$ cat config.mk
export PLATFORM = sky130hd
export DESIGN_NAME = hamming_stream_encoder
export DESIGN_NICKNAME = d
export VERILOG_FILES = /design/src/rtl/hamming_pkg.sv /design/src/rtl/hamming_enc_core.sv /design/src/rtl/hamming_stream_encoder.sv
export SDC_FILE = /design/constraint.sdc
export NUM_CORES = 1
export LEC_CHECK = 0
export CAP_MARGIN = 40
export CELL_PAD_IN_SITES_DETAIL_PLACEMENT = 0
export CELL_PAD_IN_SITES_GLOBAL_PLACEMENT = 2
export CORE_MARGIN = 3
export CORE_UTILIZATION = 35
export CTS_BUF_LIST = sky130_fd_sc_hd__clkbuf_8
export DETAILED_ROUTE_END_ITERATION = 10
export DONT_BUFFER_PORTS = 1
export PLACE_DENSITY_LB_ADDON = 0.05
export SYNTH_ARGS = -nofsm -noshare
export SYNTH_HDL_FRONTEND = slang
export SYNTH_SLANG_ARGS = --single-unit
$ cat constraint.sdc
create_clock -name clk -period 2.3 [get_ports clk]
set_input_delay 0 -clock clk [delete_from_list [all_inputs] [get_ports clk]]
set_output_delay 0 -clock clk [all_outputs]
set_load 0.05 [all_outputs]
$ cat src/rtl/hamming_pkg.sv
// rtl/hamming_pkg.sv - shared Hamming(16,11) SECDED constants and types
package hamming_pkg;

    localparam int DATA_W = 11;
    localparam int CODE_W = 16;

    typedef logic [DATA_W-1:0] data_t;
    typedef logic [CODE_W-1:0] code_t;

    // Codeword positions are 1-based; bit k-1 of a code_t holds position k.
    localparam int DATA_POS [DATA_W] = '{3, 5, 6, 7, 9, 10, 11, 12, 13, 14, 15};

    localparam int P1_POS  = 1;
    localparam int P2_POS  = 2;
    localparam int P4_POS  = 4;
    localparam int P8_POS  = 8;
    localparam int P16_POS = 16;

    // Positions covered by each Hamming parity bit, as code_t bit masks.
    localparam code_t P1_COVER = 16'h5554;
    localparam code_t P2_COVER = 16'h6664;
    localparam code_t P4_COVER = 16'h7870;
    localparam code_t P8_COVER = 16'h7F00;

endpackage

$ cat src/rtl/hamming_enc_core.sv
// rtl/hamming_enc_core.sv - combinational Hamming(16,11) SECDED encoder
module hamming_enc_core
    import hamming_pkg::*;
(
    input  data_t data,
    output code_t code
);

    code_t placed;
    logic  p1, p2, p4, p8;

    always_comb begin
        placed = {1'b0, data[10:4], 1'b0, data[3:1], 1'b0, data[0], 2'b00};
        p1 = ^(placed & P1_COVER);
        p2 = ^(placed & P2_COVER);
        p4 = ^(placed & P4_COVER);
        p8 = ^(placed & P8_COVER);
    end

    // Overall parity covers the data and the four Hamming parity bits.
    always_comb begin
        code = placed;
        code[P1_POS-1] = p1;
        code[P2_POS-1] = p2;
        code[P4_POS-1] = p4;
        code[P8_POS-1] = p8;
        code[P16_POS-1] = ^placed[14:0] ^ p1 ^ p2 ^ p4 ^ p8;
    end

endmodule

$ cat src/rtl/hamming_stream_encoder.sv
// rtl/hamming_stream_encoder.sv - streaming SECDED encoder with injection and 2-entry FIFO
module hamming_stream_encoder
    import hamming_pkg::*;
#(
    parameter int CNT_W = 16
) (
    input  logic             clk,
    input  logic             rst_n,
    input  logic             in_valid,
    output logic             in_ready,
    input  logic [10:0]      in_data,
    input  logic [15:0]      in_inj_mask,
    output logic             out_valid,
    input  logic             out_ready,
    output logic [15:0]      out_code,
    output logic [CNT_W-1:0] out_count
);

    typedef enum logic [1:0] {
        OCC_EMPTY = 2'd0,
        OCC_ONE   = 2'd1,
        OCC_FULL  = 2'd2
    } occ_e;

    occ_e             occ_q, occ_d;
    logic             wr_ptr_q, wr_ptr_d;
    logic             rd_ptr_q, rd_ptr_d;
    code_t            mem_q [2];
    code_t            mem_d [2];
    logic [CNT_W-1:0] count_q, count_d;

    code_t enc_code;
    logic  push, pop;

    hamming_enc_core u_enc_core (
        .data (in_data),
        .code (enc_code)
    );

    // Handshake flags decode straight from the occupancy register.
    assign in_ready  = (occ_q != OCC_FULL);
    assign out_valid = (occ_q != OCC_EMPTY);
    assign out_code  = mem_q[rd_ptr_q];
    assign out_count = count_q;

    assign push = in_valid && in_ready;
    assign pop  = out_valid && out_ready;

    always_comb begin
        mem_d    = mem_q;
        wr_ptr_d = wr_ptr_q;
        rd_ptr_d = rd_ptr_q;
        count_d  = count_q;
        if (push) begin
            mem_d[wr_ptr_q] = enc_code ^ in_inj_mask;
            wr_ptr_d        = ~wr_ptr_q;
        end
        if (pop) begin
            rd_ptr_d = ~rd_ptr_q;
            count_d  = count_q + 1'b1;
        end
    end

    always_comb begin
        occ_d = occ_q;
        unique case (occ_q)
            OCC_EMPTY: if (push) occ_d = OCC_ONE;
            OCC_ONE: begin
                if (push && !pop)      occ_d = OCC_FULL;
                else if (pop && !push) occ_d = OCC_EMPTY;
            end
            OCC_FULL:  if (pop) occ_d = OCC_ONE;
            default:   occ_d = OCC_EMPTY;
        endcase
    end

    always_ff @(posedge clk or negedge rst_n) begin
        if (!rst_n) begin
            occ_q    <= OCC_EMPTY;
            wr_ptr_q <= 1'b0;
            rd_ptr_q <= 1'b0;
            mem_q[0] <= '0;
            mem_q[1] <= '0;
            count_q  <= '0;
        end else begin
            occ_q    <= occ_d;
            wr_ptr_q <= wr_ptr_d;
            rd_ptr_q <= rd_ptr_d;
            mem_q[0] <= mem_d[0];
            mem_q[1] <= mem_d[1];
            count_q  <= count_d;
        end
    end

endmodule

### After elaboration in Yosys (flattened, before gate mapping)

Cells that the tools add are included.

| storage, ports and cells | value |
|---|---|
| bits in registers | 52 |
| input bits | 31 |
| output and inout port bits | 34 |
| logic and storage cells | 51 |

| cells by class | value |
|---|---|
| $add $sub $neg | 1 |
| magnitude comparators | 3 |
| eq/ne operators | 6 |
| muxes and demuxes | 11 |
| bitwise logic cells | 9 |
| reductions and logical operators | 15 |

Operators with widths:

| operator | number |
|---|---|
| 2-to-1 mux 16 bit | 4 |
| parity 16 bit | 4 |
| bitwise mux 32 bit | 1 |
| adder 16 x 1 -> 16 bit, second input constant | 1 |
| demux 16 bit (select 1 bit) | 1 |
| bitwise XOR 16 bit | 1 |
| parity 15 bit | 1 |
| 2-to-1 mux 2 bit | 4 |
| inequality test 2 bit, second input constant | 3 |
| case mux 2 bit (3 select lines) | 1 |
| logical AND 1 bit | 5 |
| greater-or-equal comparator 2 bit, second input constant | 2 |
| NOT 1 -> 2 bit | 2 |
| bitwise XOR 1 bit | 4 |
| inequality test 3 bit, second input constant | 1 |
| AND reduction 3 bit | 1 |
| == test 2 x 1 -> 1 bit, second input constant | 1 |
| == test 2 bit, second input constant | 1 |
| logical NOT 1 bit | 2 |
| logical NOT 2 bit | 1 |
| < comparator 2 x 1 -> 1 bit, second input constant | 1 |
| NOT 1 bit | 2 |
| nonzero test 2 bit | 1 |

### Longest topological paths before layout

Gate-level depths: netlist (run 1).

| depth | value |
|---|---|
| depth after elaboration | 7 |
| mapped depth | 6 |
| gate-level depth less buffers | 6 |

### Cells and area by module

A second synthesis (run 1) with hierarchy kept.

| second synthesis, totals | value |
|---|---|
| cell total of the unflattened synthesis | 247 |
| area total of the unflattened synthesis | 2618.8 um2 |

By module, submodules not included:

| module | times used | cells each | area each (um2) | sequential area each (um2) |
|---|---|---|---|---|
| hamming_stream_encoder | 1 | 214 | 2319.7 | 1301.2 |
| hamming_enc_core | 1 | 33 | 299.0 | 0.0 |

### Worst setup path before layout (run 1)

Ideal clock, no wire load.

| timing | value |
|---|---|
| path type | register to register |
| from | reg count_q[0], in the netlist out_count[0] |
| to | reg count_q[15], in the netlist out_count[15] |
| setup time | 0.082 ns |
| arrival time | 1.878 ns |
| data required time | 2.218 ns |
| slack | 0.340 ns |
| cell stages (with the launch flop) | 6 |
| buffers on the path | 1 |
| clock period less this slack | 1.960 ns |
| path through | dfrtp_1 > nand3_1 > or4_1 > buf_2 > nor4_1 > xor2_1 |

| between the ends | value |
|---|---|
| word-level cells in the longest chain between the ends | 1 |

Ends and longest elaborated chain:

| what | RTL line | RTL |
|---|---|---|
| start: declaration | hamming_stream_encoder.sv:30 | `logic [CNT_W-1:0] count_q, count_d;` |
| start signal: assignment | hamming_stream_encoder.sv:91 | `count_q <= count_d;` |
| adder 16 x 1 -> 16 bit | hamming_stream_encoder.sv:60 | `count_d = count_q + 1'b1;` |

Every way passes these cells.
A chain may end at the register's enable or synchronous reset.

### Worst setup path after layout (run 1)

| timing | value |
|---|---|
| from | reg occ_q[0] |
| to | reg occ_q[1] |

| between the ends | value |
|---|---|
| word-level cells in the longest chain between the ends | 6 |
| elaborated cells on any way between the ends | 17 |
| classes of those cells | eq/ne (6); mux (2); reduce/logical (9) |

Ends and longest elaborated chain:

| what | RTL line | RTL |
|---|---|---|
| start: declaration | hamming_stream_encoder.sv:25 | `occ_e occ_q, occ_d;` |
| start signal: assignment | hamming_stream_encoder.sv:79 | `occ_q <= OCC_EMPTY;` |
| start signal: assignment | hamming_stream_encoder.sv:86 | `occ_q <= occ_d;` |
| inequality test 2 bit * | hamming_stream_encoder.sv:41 | `assign in_ready = (occ_q != OCC_FULL);` |
| logical AND 1 bit * | hamming_stream_encoder.sv:46 | `assign push = in_valid && in_ready;` |
| net push | hamming_stream_encoder.sv:33 | `logic push, pop;` |
| logical NOT 1 bit | hamming_stream_encoder.sv:70 | `else if (pop && !push) occ_d = OCC_EMPTY;` |
| logical AND 1 bit | hamming_stream_encoder.sv:70 |  |
| inequality test 3 bit (no source line) | n/a |  |
| AND reduction 3 bit (no source line) | n/a |  |

The timed path passes the listed nets; every way through them passes the cells marked *.

==> flow_results.org, run 1 <==
** Power and ir drop
- Total chip power :: approximately 4.4 mW
- Worst voltage drop across the vdd grid :: slightly above 0.6 mV
- Summed over all cells, the static leakage comes to 1.42 nW.
- PD cells :: roughly 1400 nW/um^2

** GRT
- Entering global routing, the biggest net connects 53 pins.
- Summed over all layers, the global routing overflow is 0.
- Number of antenna violations at the first check in global routing :: 0
- Wire length of the first global-routing pass :: a little over 9 mm
- Across every metal layer, demand over resource in global routing totals 13.8%.
- The via count of the first global-routing pass was approximately 1.8k.

** STA
- Slew Limit Headroom :: a little under half
- The routed design could run at a clock period as short as ~1800 ps.
- Slew Limit Fails :: 0
- Total negative setup slack :: 0 ps
- Fin worst setup slack :: around 520 ps
- The final critical path takes up between 70% and 80% of the cycle.
- Pin slew with the least headroom to its limit :: between 800 and 900 ps
- Setup violations remaining at the end of the flow were counted as 0.
- Final Hold Fails :: 0
- Setup repair after global routing left no endpoint under its margin.
- Derived from the worst setup path, the maximum achievable clock frequency is 563 MHz.
- Clock skew :: ~11 ps

** Hold path
- The min-delay analysis places its worst path in the category in -> reg.

** Drt
- Iteration-0 DRC Markers :: between 50 and 60
- The routed layout has around 1.7k vias.
- The first detailed-routing pass took 4 iterations.
- Remaining number of nets flagged by the antenna check after routing :: 0
- Mean number of vias per cell :: about 4.8
- Routed len/inst :: 15.4 um
- For this block, the routed nets add up to roughly 5.6 mm of wire.
- Count of unresolved DRC violations after routing :: 0

** Synth
- Proportion of register bits with asynchronous set or reset after synthesis :: between 90% and 100%
- List of most frequent post-synthesis cells :: 52 x sky130_fd_sc_hd__dfrtp_1, 33 x sky130_fd_sc_hd__nand2_1, 32 x sky130_fd_sc_hd__xnor2_1
- A synthesized cell averages approximately 11 sq um.
- Yosys attributes the largest share of cell area to sky130_fd_sc_hd__dfrtp_1 51%, sky130_fd_sc_hd__xnor2_1 11%, sky130_fd_sc_hd__mux2_2 10%.
- Most area-hungry cell type in the Yosys netlist :: sky130_fd_sc_hd__dfrtp_1
- After synthesis, the largest area contributor takes up between 50% and 60% of total cell area.
- In this run, synthesis inferred 0 flip-flops with an integrated enable.
- For this run, the register share of the synthesized area comes to about half.
- The synthesized netlist contains 29 unique library cells.
- For this run, the leading register cell type out of synthesis is sky130_fd_sc_hd__dfrtp_1.
- Synthesis produced 226 cells.
- Syn. warnings :: 0
- Yosys instantiated no cell more often than sky130_fd_sc_hd__dfrtp_1.
- Number of flip-flops and latches in the synthesized netlist :: 52
- Area of the mapped netlist :: around 2600 sq um
- The number of nets handed over by synthesis was 259.

** Worst setup path
- The number of buffers and inverters on the critical path is 2.
- The worst register-to-register path ends at occ_q[1].
- The cell family contributing the most delay on the critical path is flip-flops.
- The critical path runs through a total of 6 cells.
- Category of the critical setup timing path :: reg -> reg
- The signal on the critical path passes through nand2b_1, buf_4, nand2_1, inv_1, ha_1, o32ai_1.
- Flop-to-flop setup slack :: between 500 and 600 ps
- Among all stages on the critical path, the largest delay is contributed by sky130_fd_sc_hd__dfrtp_1.
- The critical path ends at occ_q[1].
- Worst flop-to-flop path startpoint :: occ_q[0]
- Required time at the worst-slack endpoint :: around 2500 ps
- Category of the worst setup path launch point :: register
- Crit-path max FO :: 5
- The worst setup path is captured at a register.
- For this run, the slowest stage of the critical path takes between 400 and 500 ps.
- At the worst endpoint, the arrival time is between 1500 and 2000 ps.
- Origin of the worst setup path :: occ_q[0]
- Counting cells, the worst reg-to-reg path comes to 6.

** CTS
- TritonCTS built the clock tree.
- Worst-Skew Late Latency :: a little over 300 ps
- Maximum level of the CTS H-tree :: 2
- After clock tree synthesis, the clock-pin slew on the worst setup and hold paths is around 90 ps.
- Maximum buffer depth of the clock tree :: 2
- Buffers inserted during clock tree synthesis total 5.
- Post_cts resized :: 0
- CTS root buffer :: sky130_fd_sc_hd__clkbuf_8
- For this design, the sink count on the clock tree is between 50 and 60.
- Post-CTS setup buffer count :: 0

** Floorplanning
- The floorplan step defined a die boundary enclosing 8410 sq um.
- For this configuration, the core starts out at a cell density of 37.0%.
- Site Rows :: 30
- Core area :: just under 7000 sq um
- Measured along the x axis, the die boundary spans between 90 and 100 um.
- Die Y :: slightly above 90 um
- Io pins :: 65

** Placed design
- The HPWL after detailed placement is 4.06 mm.
- Routability-driven placement finished with a final weighted congestion of 0.761.
- Post-Place Worst Slack :: between 500 and 600 ps
- Port buffering added 0 buffers.

** Cells and area
- The repair_antennas step left the layout with diodes totalling 0.
- Layout net count :: roughly 300
- After filler insertion, the fill cell instance count of the layout stands at 679.
- Ratio of cells with drive above 1 in the final layout :: 19.9%
- Compared with the post-synthesis result, the final layout area differs by 23.1%.
- For this run, the share of the core covered by cells in the final layout is around 46%.

** Outcome
- The run finished with clean final reports.

** Run
- Across the run, the number of max-cap violations was 0.
logic make-up (layout without fill, tap and decap cells):
| family | count (synthesis) | in the layout | share of synthesized area [%] |
|---|---|---|---|
| AO/OA/AOI/OAI | 29 | 29 | 5.98 |
| XOR/XNOR | 48 | 48 | 20.0 |
| adder cells (fa/ha/maj) | 2 | 2 | 0.973 |
| buffers and inverters | 13 | 54 | 1.95 |
| flip-flops | 52 | 52 | 50.6 |
| multiplexers | 24 | 24 | 10.5 |
| AND/OR/NAND/NOR | 58 | 58 | 10.0 |
how the worst min path moves through the flow:
stage | cells past startpoint | end | startpoint | slack (ps)
3_5_place_dp | 0 | out_count[0] | rst_n | -290
2_1_floorplan | 0 | mem_q[0] | rst_n | -300
5_1_grt | 3 | mem_q[19] | in_inj_mask[3] | 50
4_1_cts | 3 | mem_q[19] | in_inj_mask[3] | 10
3_3_place_gp | 0 | out_count[3] | rst_n | -290
6_report | 3 | mem_q[19] | in_inj_mask[3] | 20
power breakdown:
part | switching [mW] | internal (mW)
Combinational | 1.52 | 0.718
Clock | 0.301 | 0.322
Sequential | 0.261 | 1.27
Total | 2.08 | 2.31
timing repair:
item | 4_1_cts | 5_1_grt
hold endpoints to repair | 84 | 0
hold buffers | 26 | 0
setup endpoints to repair | 0 | 0
flip-flops by register name (all words and copies together) (netlist names):
| signal | flops |
|---|---|
| mem_q | 32 |
| out_count | 16 |
| occ_q | 2 |
| wr_ptr_q | 1 |
| rd_ptr_q | 1 |
final cells by class:
| class | count | area (sq um) | area share [%] |
|---|---|---|---|
| Clock buffer | 5 | 68.8 | 2.17 |
| Timing Repair Buffer | 42 | 398 | 12.6 |
| Multi-Input combinational cell | 161 | 1220 | 38.6 |
| Clock inverter | 3 | 42.5 | 1.34 |
| Tap cell | 96 | 120 | 3.79 |
| Sequential cell | 52 | 1300 | 41.1 |
| Inverter | 4 | 15.0 | 0.474 |
stage by stage:
step,instances,instance area (sq um),hold slack [ps]
2_1_floorplan,226,2570,-296
3_3_place_gp,329,2780,-294
3_5_place_dp,329,2780,-294
4_1_cts,363,3170,13.4
5_1_grt,363,3170,50.5
6_report,363,3170,20.8
layout by cell type (no fill, tap or decap), drive strengths merged, types with 2 or more instances in the layout:
| master | Yosys | layout |
|---|---|---|
| clkbuf | 8 | 5 |
| o21ai | 27 | 27 |
| dlygate4sd3 | 0 | 25 |
| dfrtp | 52 | 52 |
| nand4 | 2 | 2 |
| xor2 | 9 | 9 |
| buf | 1 | 17 |
| xnor3 | 6 | 6 |
| inv | 4 | 4 |
| nor2 | 6 | 6 |
| nand2 | 33 | 33 |
| xnor2 | 33 | 33 |
| mux2 | 23 | 23 |
| nand3 | 9 | 9 |
| ha | 2 | 2 |
per-layer routing:
metal | GRT usage [%] | vias up | share of wire [%]
li1 | - | 841 | -
met1 | 16.0 | 839 | 41
met2 | 24.2 | 49 | 51
met3 | 4.76 | 7 | 6.6
met4 | 3.84 | 0 | 1.3
met5 | 0 | - | 0
worst register-to-register path: stages (launching register included):
cell and delay (ps):
sky130_fd_sc_hd__dfrtp_1 440, sky130_fd_sc_hd__nand2b_1 230, sky130_fd_sc_hd__buf_4 230, sky130_fd_sc_hd__nand2_1 100, sky130_fd_sc_hd__inv_1 50, sky130_fd_sc_hd__ha_1 300, sky130_fd_sc_hd__o32ai_1 330
(Power assumes the default switching activity.)
==> run 2, diff against run 1 <==
--- a/config.mk
+++ b/config.mk
@@ -5,11 +5,12 @@
 export SDC_FILE = /design/constraint.sdc
 export NUM_CORES = 1
 export LEC_CHECK = 0
+export ABC_AREA = 1
 export CAP_MARGIN = 40
 export CELL_PAD_IN_SITES_DETAIL_PLACEMENT = 0
 export CELL_PAD_IN_SITES_GLOBAL_PLACEMENT = 2
 export CORE_MARGIN = 3
-export CORE_UTILIZATION = 35
+export CORE_UTILIZATION = 34
 export CTS_BUF_LIST = sky130_fd_sc_hd__clkbuf_8
 export DETAILED_ROUTE_END_ITERATION = 10
 export DONT_BUFFER_PORTS = 1
==> constraint.sdc (replaced) <==
create_clock -name clk -period 1.5 [get_ports clk]
set_input_delay 0 -clock clk [delete_from_list [all_inputs] [get_ports clk]]
set_output_delay 0 -clock clk [all_outputs]
set_load 0.05 [all_outputs]
==> run 2 against run 1 <==
Core utilization increased by 1.8 points. Fmax increased by 17%. Final area increased by 24%. Synthesized cell count increased by 69%. Worst setup slack got worse by 550 ps. Synthesized area increased by 14%. Clock power increased by 33%. Sequential share of layout area decreased by 7.8 points. Die area increased by 17%. Clock skew decreased by 6.5 ps. The flow now finishes with violations (negative hold slack, negative setup slack).
==> flow_results.org, run 2 <==
** Power and ir drop
- The leakage dissipation was 2.06 nW (+45%).
- Total chip power :: 7.63 mW (+74%)
- Worst voltage drop across the vdd grid :: 0.646 mV (+5.6%)
- The share of total power in the clock network is 10.9% (-3.3 points).
- Relative contribution of combinational cells to total power :: 59.3% (+8.4 points)
- The total power density per cell area was 1940 nW/um^2 (+40%).
- The part of the power in registers came to 29.9% (-5.0 points).
- The design internal power came to 3.92 mW (+69%).
- The switching fraction of total power was 48.7% (+1.3 points).
- Switching power total :: 3.72 mW (+78%)

** Worst setup path
- The logic depth of the worst register-to-register path is 8 (+2).
- The required time reported for the critical path endpoint was 1680 ps (-810 ps).
- The largest individual stage delay along the critical path comes from the cell sky130_fd_sc_hd__dfrtp_2.
- The signal on the critical path passes through nor2_4, clkinv_4, nand2_8, ha_4, nand3_2, o21ai_2, a31oi_1, a21oi_1.
- STA classifies the critical path endpoint as a register.
- The minimum setup slack among reg-to-reg paths was -20 ps (-550 ps).
- By startpoint and endpoint, the worst setup path is classified as reg -> reg.
- The largest driver fanout on the critical path came to 3 (-2).
- In this run the critical register-to-register path is launched from occ_q[1].
- The arrival time reported for the critical path endpoint came to 1700 ps (-270 ps).
- The worst setup path is launched from a register.
- Reg-to-Reg End :: occ_q[1]
- Largest stage delay, worst path :: 440 ps (about the same)
- The kind of cell with the highest combined delay along the critical path is flip-flops.
- Buffers plus inverters on the worst setup path :: 1 (-1)

** Drt
- The routed wire length was 6.89 mm (+23%).
- The via count of the routed design was 2,457 (+42%).
- Count of unresolved DRC violations after routing :: 0 (unchanged)
- Remaining number of nets flagged by the antenna check after routing :: 0 (unchanged)
- The average routed wire per standard cell is 12.3 um (-20%).
- 1st-pass router iterations :: 4 (unchanged)
- The detail-routed via count per cell was 4.40 (-7.9%).
- The number of DRC markers after the initial detailed-route iteration came to 76 (+43%).

** Placed design
- Number of input and output port buffers inserted :: 0 (unchanged)
- The number of cells after detailed placement is 515 (+57%).
- HPWL Detailed :: 4.87 mm (+20%)
- The cell area reported after detailed placement is 3460 sq um (+25%).
- Gpl congestion :: 0.742 (-2.5%)

** Floorplanning
- The boundary pin count is 65 (unchanged).
- Die Y :: 99.0 um (+7.9%)
- Site Rows :: 33 (+10%)
- The overall die area came to 9800 sq um (+17%).
- Core area :: 8300 sq um (+20%)
- Starting utilization of the core area :: 35.4% (-1.6 points)
- Horizontal die dimension :: 99.0 um (+7.9%)

** Hold path
- End point of the most critical hold path :: wr_ptr_q
- Hold Path Cell Cnt :: 3 (unchanged)
- Class of the worst hold path :: in -> reg
- Min-delay src :: in_valid

** STA
- The largest clock skew in the final design came to 4.08 ps (-6.53 ps).
- Worst hold margin :: -116 ps (-137 ps)
- Slew Limit Fails :: 0 (unchanged)
- Final count of negative-setup-slack endpoints :: 1 (+1)
- Fin worst setup slack :: -21.0 ps (-545 ps)
- The part of the cycle the worst path needs came to 101% (+24 points).
- Pin slew with the least headroom to its limit :: 524 ps (-300 ps)
- Slew Limit Headroom :: 65.1% (+20 points)
- Setup repair after global routing could not meet its margin everywhere.
- The number of failing hold endpoints at the final stage is 4 (+4).
- Max Clk Rate :: 657 MHz (+17%)
- Final worst path period need :: 1520 ps (-255 ps)

** Synth
- The share of flip-flops with an asynchronous set or reset is 100% (unchanged).
- Part of the Yosys area used for sequential elements :: 44.2% (-6.3 points)
- Cell with the most instances after synthesis :: sky130_fd_sc_hd__nand2_1
- Synth Instances :: 381 (+69%)
- The number of register bits inferred by synthesis was 52 (unchanged).
- The cell area after synthesis is 2940 sq um (+14%).
- For this run, the leading register cell type out of synthesis is sky130_fd_sc_hd__dfrtp_1.
- Count of flip-flops with a built-in enable after synthesis :: 0 (unchanged)
- The area share of xor/xnor cells in the synthesized design is 10.9% (-9.1 points).
- The share of synthesized cell area in and, or, nand and nor gates came to 31.2% (+21 points).
- The count of different cell masters after synthesis was 27 (-6.9%).
- Cell types occupying the most area after synthesis :: sky130_fd_sc_hd__dfrtp_1 44%, sky130_fd_sc_hd__nand2_1 20%, sky130_fd_sc_hd__xor2_1 6.8%
- The area share of the largest cell type after synthesis is 44.2% (-6.3 points).
- List of most frequent post-synthesis cells :: 156 x sky130_fd_sc_hd__nand2_1, 52 x sky130_fd_sc_hd__dfrtp_1, 41 x sky130_fd_sc_hd__inv_1
- Most area-hungry cell type in the Yosys netlist :: sky130_fd_sc_hd__dfrtp_1
- Largest family of logic cells by synthesized area :: simple AND/OR/NAND/NOR gates
- Complex-gate fraction of the synthesized area :: 5.40% (-0.58 points)
- The arithmetic-cell share of the synthesized area counting full adders, half adders and majority gates is 0.851% (-0.12 points).
- Multiplexer share of the synthesized area :: 0% (-10 points)
- Syn. warnings :: 0 (unchanged)
- The mean area per synthesized cell is 7.72 sq um (-32%).
- The net count of the mapped netlist came to 414 (+60%).

** Outcome
- The checks that failed: negative hold slack, negative setup slack.
- Status :: complete, but fails checks

** Cells and area
- Counting flops per register, the top entry is mem_q.
- Flip-flop count of the largest register, all copies and words added :: 32 (unchanged)
- Area grow syn2layout :: 33.8%
- The count of non-filler cells in the finished layout was 558 (+54%).
- Final cell area excluding filler cells :: 3940 sq um (+24%)
- Finished Core Util :: 47.4% (+1.8 points)
- Most common cell after layout, fill and taps aside :: sky130_fd_sc_hd__nand2_1
- The share of cells above drive strength 1 came to 20.5% (+0.68 points).
- Antenna diode count :: 0 (unchanged)
- Layout net count :: 485 (+62%)
- Commonest cells after routing, fill and taps aside :: 154 x sky130_fd_sc_hd__nand2_1, 45 x sky130_fd_sc_hd__dfrtp_1, 41 x sky130_fd_sc_hd__inv_1, 41 x sky130_fd_sc_hd__buf_4, 26 x sky130_fd_sc_hd__dlygate4sd3_1

** CTS
- Total clock sinks :: 52 (unchanged)
- CTS root buffer :: sky130_fd_sc_hd__clkbuf_8
- CTS hold repair buffers :: 28 (+7.7%)
- TritonCTS clock tree :: done
- Total CTS buffers :: 5 (unchanged)
- Clock slew at the register clock pins of the worst setup and hold paths :: 90 ps (about the same)
- The number of buffers between clock root and the deepest sink came to 2 (unchanged).
- The insertion delay of the later-clocked pin in the worst-skew pair came to 300 ps (about the same).
- The number of levels in the clock H-tree came to 2 (unchanged).

** Run
- The number of maximum-capacitance constraint violations came to 0 (unchanged).

** GRT
- Maximum number of pins on one net before global-route repair :: 53 (unchanged)
- Via count of the first global-routing pass :: 2,438 (+32%)
- The wire length of the first global-routing pass came to 11.7 mm (+28%).
- Grt total ovfl :: 0 (unchanged)
- Number of antenna violations at the first check in global routing :: 0 (unchanged)
- The overall fraction of global-route tracks in use came to 14.6% (+0.84 points).
run 2: changes by cell type after synthesis, moves of 3 or more:
cell / previous run / this run
sky130_fd_sc_hd__nor2_2: 0 / 4
sky130_fd_sc_hd__nor2_4: 0 / 5
sky130_fd_sc_hd__xnor2_1: 32 / 11
sky130_fd_sc_hd__inv_1: 4 / 41
sky130_fd_sc_hd__buf_2: 1 / 5
sky130_fd_sc_hd__xor2_1: 9 / 23
sky130_fd_sc_hd__nand3_1: 9 / 18
sky130_fd_sc_hd__mux2_2: 23 / 0
sky130_fd_sc_hd__clkbuf_1: 8 / 4
sky130_fd_sc_hd__nand2_1: 33 / 156
sky130_fd_sc_hd__nand3b_1: 1 / 4
sky130_fd_sc_hd__inv_2: 0 / 5
sky130_fd_sc_hd__xnor3_1: 4 / 1
run 2: cell type report:
cell class / count / area (sq um)
inverter: 46 / 178
multi-input combinational: 273 / 1520
clock inverter: 2 / 11.3
clock buffer: 6 / 82.6
fill: 855 / 4360
sequential: 52 / 1310
tap: 105 / 131
timing repair buffer: 74 / 707
run 2: kinds of logic after synthesis:
kind of cell | after synthesis
xor gates and xnor gates | 35
DFF | 52
and+or+nand+nor | 205
AOI/OAI and AO/OA | 31
adders and majority gates | 2
buffers and inverters | 56
run 2: power groups by stage:
stage	clock [mW]	sequential, mW	combinational (mW)
6_report	0.831	2.28	4.52
3_3_place_gp	0	2.30	4.32
3_5_place_dp	0	2.31	4.36
4_1_cts	0.873	2.29	4.56
2_1_floorplan	0	2.55	2.70
5_1_grt	0.923	2.35	4.93
run 2: how the worst max path moves through the flow:
| stage | startpoint | cells after the start | endpoint | slack (ps) |
|---|---|---|---|---|
| 6_report | occ_q[1] | 8 | occ_q[1] | -20 |
| 5_1_grt | occ_q[1] | 9 | occ_q[0] | -120 |
| 4_1_cts | occ_q[1] | 8 | occ_q[1] | 1 |
| 3_5_place_dp | occ_q[0] | 8 | occ_q[1] | -10 |
| 3_3_place_gp | occ_q[0] | 8 | occ_q[1] | 30 |
| 2_1_floorplan | rd_ptr_q | 2 | out_code[11] | -180 |
run 2: metrics by stage:
stage | setup TNS (ps) | hold WS, ps | setup slack, ps
floorplan | -2290 | -296 | -184
detailed placement | -10.7 | -294 | -10.7
finish | -21.0 | -116 | -21.0
CTS | 0 | -78.0 | 1.03
global placement | 0 | -294 | 27.1
global route | -619 | -89.6 | -121
run 2: worst reg2reg max path: cells and delay by family (launching register included):
kind	cells	cell delay [ps]
fa+ha+maj	1	190
buf+inv	1	90
flops	1	440
compound gates	3	340
simple gates	3	340
run 2: routing by layer:
layer | GRT usage [%] | wire [um]
met3 | 2.97 | 281
met1 | 20.1 | 3250
met4 | 3.47 | 60
met5 | 0 | 0
met2 | 23.8 | 3290
run 2: what timing repair did:
action	in CTS	in global routing
endpoints found under the setup margin	2	7
buffers inserted	2	6
resized for setup	2	5
endpoints found under the hold margin	83	3
gates cloned	0	0
pin swaps	3	9
==> run 3, diff against run 2 <==
--- a/config.mk
+++ b/config.mk
@@ -10,8 +10,9 @@
 export CELL_PAD_IN_SITES_DETAIL_PLACEMENT = 0
 export CELL_PAD_IN_SITES_GLOBAL_PLACEMENT = 2
 export CORE_MARGIN = 3
-export CORE_UTILIZATION = 34
+export CORE_UTILIZATION = 35
 export CTS_BUF_LIST = sky130_fd_sc_hd__clkbuf_8
+export CTS_CLUSTER_DIAMETER = 60
 export DETAILED_ROUTE_END_ITERATION = 10
 export DONT_BUFFER_PORTS = 1
 export PLACE_DENSITY_LB_ADDON = 0.05
==> constraint.sdc (replaced) <==
create_clock -name clk -period 2 [get_ports clk]
set_input_delay 0 -clock clk [delete_from_list [all_inputs] [get_ports clk]]
set_output_delay 0 -clock clk [all_outputs]
set_load 0.05 [all_outputs]
==> run 3 against run 2 <==
The run now ends clean. Sequential share of layout area increased by 2.3 points. Combinational power decreased by 37%. Clock power decreased by 23%. Largest power group unchanged. Highest routed layer unchanged.
==> flow_results.org, run 3 (synthesis gave the netlist of run 2 again) <==
** Outcome
- The flow ran to the end, and the final reports show no timing, DRC or antenna violations.

** CTS
- CTS root buffer :: sky130_fd_sc_hd__clkbuf_8
- The buffers inserted during post-CTS setup optimization came to 0 (-2).
- TritonCTS built the clock tree.
- Worst-Skew Late Latency :: 300 ps (about the same)
- The number of buffers created by CTS is 5 (unchanged).
- Maximum level of the CTS H-tree :: 2 (unchanged)
- The number of sinks driven by the clock tree is 52 (unchanged).
- Clock slew at the register clock pins of the worst setup and hold paths :: 100 ps (about the same)
- Maximum buffer depth of the clock tree :: 2 (unchanged)

** Worst setup path
- Crit-path max FO :: 23 (+20)
- Arrival time of data at the critical path endpoint :: 1850 ps (+150 ps)
- The minimum setup slack among reg-to-reg paths was 220 ps (+240 ps).
- Category of the worst setup path launch point :: register
- Cell count of the worst reg-to-reg path :: 8 (unchanged)
- Category of the critical setup timing path :: reg -> out
- The endpoint identified for the worst register-to-register timing path is occ_q[1].
- CP endpoint kind :: output pin
- The worst register-to-register path begins at occ_q[1].
- The required time reported for the critical path endpoint came to 2000 ps (+320 ps).

** STA
- Clock skew :: 8.42 ps (+4.34 ps)
- Final Hold Fails :: 0 (-4)
- Final count of negative-setup-slack endpoints :: 0 (-1)
- Pin slew with the least headroom to its limit :: 805 ps (+281 ps)
- The final number of max-transition violations is 0 (unchanged).
- The sum of negative setup slack is 0 ps (+21.0 ps).
- Final worst path period need :: between 1500 and 2000 ps
- Final worst path period share :: about 90%
- The smallest setup slack after layout was 147 ps (+168 ps).
- Slew Limit Headroom :: 46.3% (-19 points)
- Setup repair after global routing left no endpoint under its margin.
- Static timing analysis puts the maximum clock frequency at about 540 MHz.

** Cells and area
- The net count of the finished layout was 469 (-3.3%).
- In the layout the commonest cells are 156 x sky130_fd_sc_hd__nand2_1, 52 x sky130_fd_sc_hd__dfrtp_1, 41 x sky130_fd_sc_hd__inv_1, 29 x sky130_fd_sc_hd__buf_4, 27 x sky130_fd_sc_hd__dlygate4sd3_1.
- Ratio of cells with drive above 1 in the final layout :: 14.0% (-6.6 points)
- Relative to the synthesized area, the layout overhead comes to 24.3%.
- The number of inserted diodes is 0 (unchanged).
- Most common cell after layout, fill and taps aside :: sky130_fd_sc_hd__nand2_1
- Counting flops per register, the top entry is mem_q.
- Flip-flop count of the largest register, all copies and words added :: 32 (unchanged)

** Drt
- 1st-pass router iterations :: 4 (unchanged)
- Remaining number of nets flagged by the antenna check after routing :: 0 (unchanged)
- Routed len/inst :: 12.5 um (+1.5%)
- The routed wire length is 6.75 mm (-2.0%).
- Iteration-0 DRC Markers :: 96 (+26%)
- The number of DRC violations after detailed routing was 0 (unchanged).
- The via count of the routed design is 2,414 (-1.8%).
- The detail-routed via count per cell was 4.48 (+1.7%).

** Placed design
- Number of input and output port buffers inserted :: 0 (unchanged)
- The worst setup timing slack at the placement stage is 235 ps (+246 ps).
- The placer congestion estimate was 0.758 (+2.1%).
- HPWL Detailed :: 4.94 mm (+1.4%)

** Floorplanning
- Die Y :: 97.7 um (-1.4%)
- The effective utilization at floorplan was 37.1% (+1.7 points).
- Horizontal die dimension :: 97.7 um (-1.4%)
- The boundary pin count is 65 (unchanged).
- Site Rows :: 32 (-3.0%)
- Core area :: 7930 sq um (-4.5%)
- The overall die area is 9540 sq um (-2.7%).

** Power and ir drop
- The leakage dissipation was 1.96 nW (-4.6%).
- Worst voltage drop across the vdd grid :: 0.460 mV (-29%)
- The total power density per cell area was 1440 nW/um^2 (-26%).

** GRT
- Via count of the first global-routing pass :: 2,456 (+0.74%)
- The overall fraction of global-route tracks in use is 14.8% (+0.19 points).
- The residual overflow from global routing was 0 (unchanged).
- Maximum number of pins on one net before global-route repair :: 53 (unchanged)
- The wire length of the first global-routing pass came to 11.6 mm (-0.83%).
- The number of antenna violations at the first check in global routing is 0 (unchanged).

** Hold path
- The number of cells on the worst hold path came to 3 (unchanged).
- For hold timing, the worst endpoint is mem_q[23].
- The worst hold path belongs to the class in -> reg.
- In this run the most critical hold path is launched from in_inj_mask[7].

** Run
- The number of maximum-capacitance constraint violations was 0 (unchanged).
-- run 3: worst max-delay path by stage --
stage               startpoint     endpoint  slack [ps]  cells past startpoint
floorplan             occ_q[0]     occ_q[1]         110                      9
global placement      occ_q[1]     occ_q[1]         280                      8
detailed placement    occ_q[1]     occ_q[1]         240                      8
CTS                   rd_ptr_q  out_code[4]         130                      4
global route          rd_ptr_q  out_code[4]          20                      4
finish                rd_ptr_q  out_code[4]         150                      4
-- run 3: routing by layer --
layer  share of wire [%]  vias to the layer above  wire length (um)  track usage, %
li1                    -                     1267                 -               -
met4                0.79                        0                53            3.83
met3                 3.9                        4               265            2.87
met2                  44                       51              2950            22.3
met1                  52                     1092              3490            21.8
met5                   0                        -                 0               0
-- run 3: power breakdown --
group / internal, mW / switching, mW / leakage (nW) / total, mW
Combinational: 0.864 / 2.01 / 1.26 / 2.87
Sequential: 1.46 / 0.295 / 0.653 / 1.75
Clock: 0.284 / 0.355 / 0.0516 / 0.639
-- run 3: worst max-delay path, stage by stage (launching register included) --
cell	delay, ps
sky130_fd_sc_hd__dfrtp_1	870
sky130_fd_sc_hd__buf_4	300
sky130_fd_sc_hd__nand2_1	60
sky130_fd_sc_hd__o21ai_1	90
sky130_fd_sc_hd__buf_4	220
-- run 3: timing repair --
action,CTS,global route
hold buffers,28,0
endpoints found under the hold margin,86,0
endpoints found under the setup margin,0,0
gates resized for setup,0,0
-- run 3: cell type report --
cell class | instances | area [sq um]
Fill cell | 848 | 4270
Multi-Input combinational cell | 273 | 1420
Sequential cell | 52 | 1300
Timing Repair Buffer | 58 | 536
Inverter | 46 | 173
Tap cell | 102 | 128
Clock buffer | 6 | 82.6
Clock inverter | 2 | 13.8
-- run 3: metrics by stage --
| step | hold WS, ps | total power [mW] | utilization [%] | cells | area (sq um) |
|---|---|---|---|---|---|
| after global placement | -294 | 4.57 | 41.1 | 503 | 3260 |
| after CTS | 83.7 | 5.34 | 46.1 | 539 | 3660 |
| final | 99.9 | 5.26 | 46.1 | 539 | 3660 |
| after detailed placement | -293 | 4.59 | 41.1 | 503 | 3260 |
| after floorplan | -296 | 3.80 | - | 381 | 2940 |
| after global routing | 88.9 | 5.67 | 46.1 | 539 | 3660 |
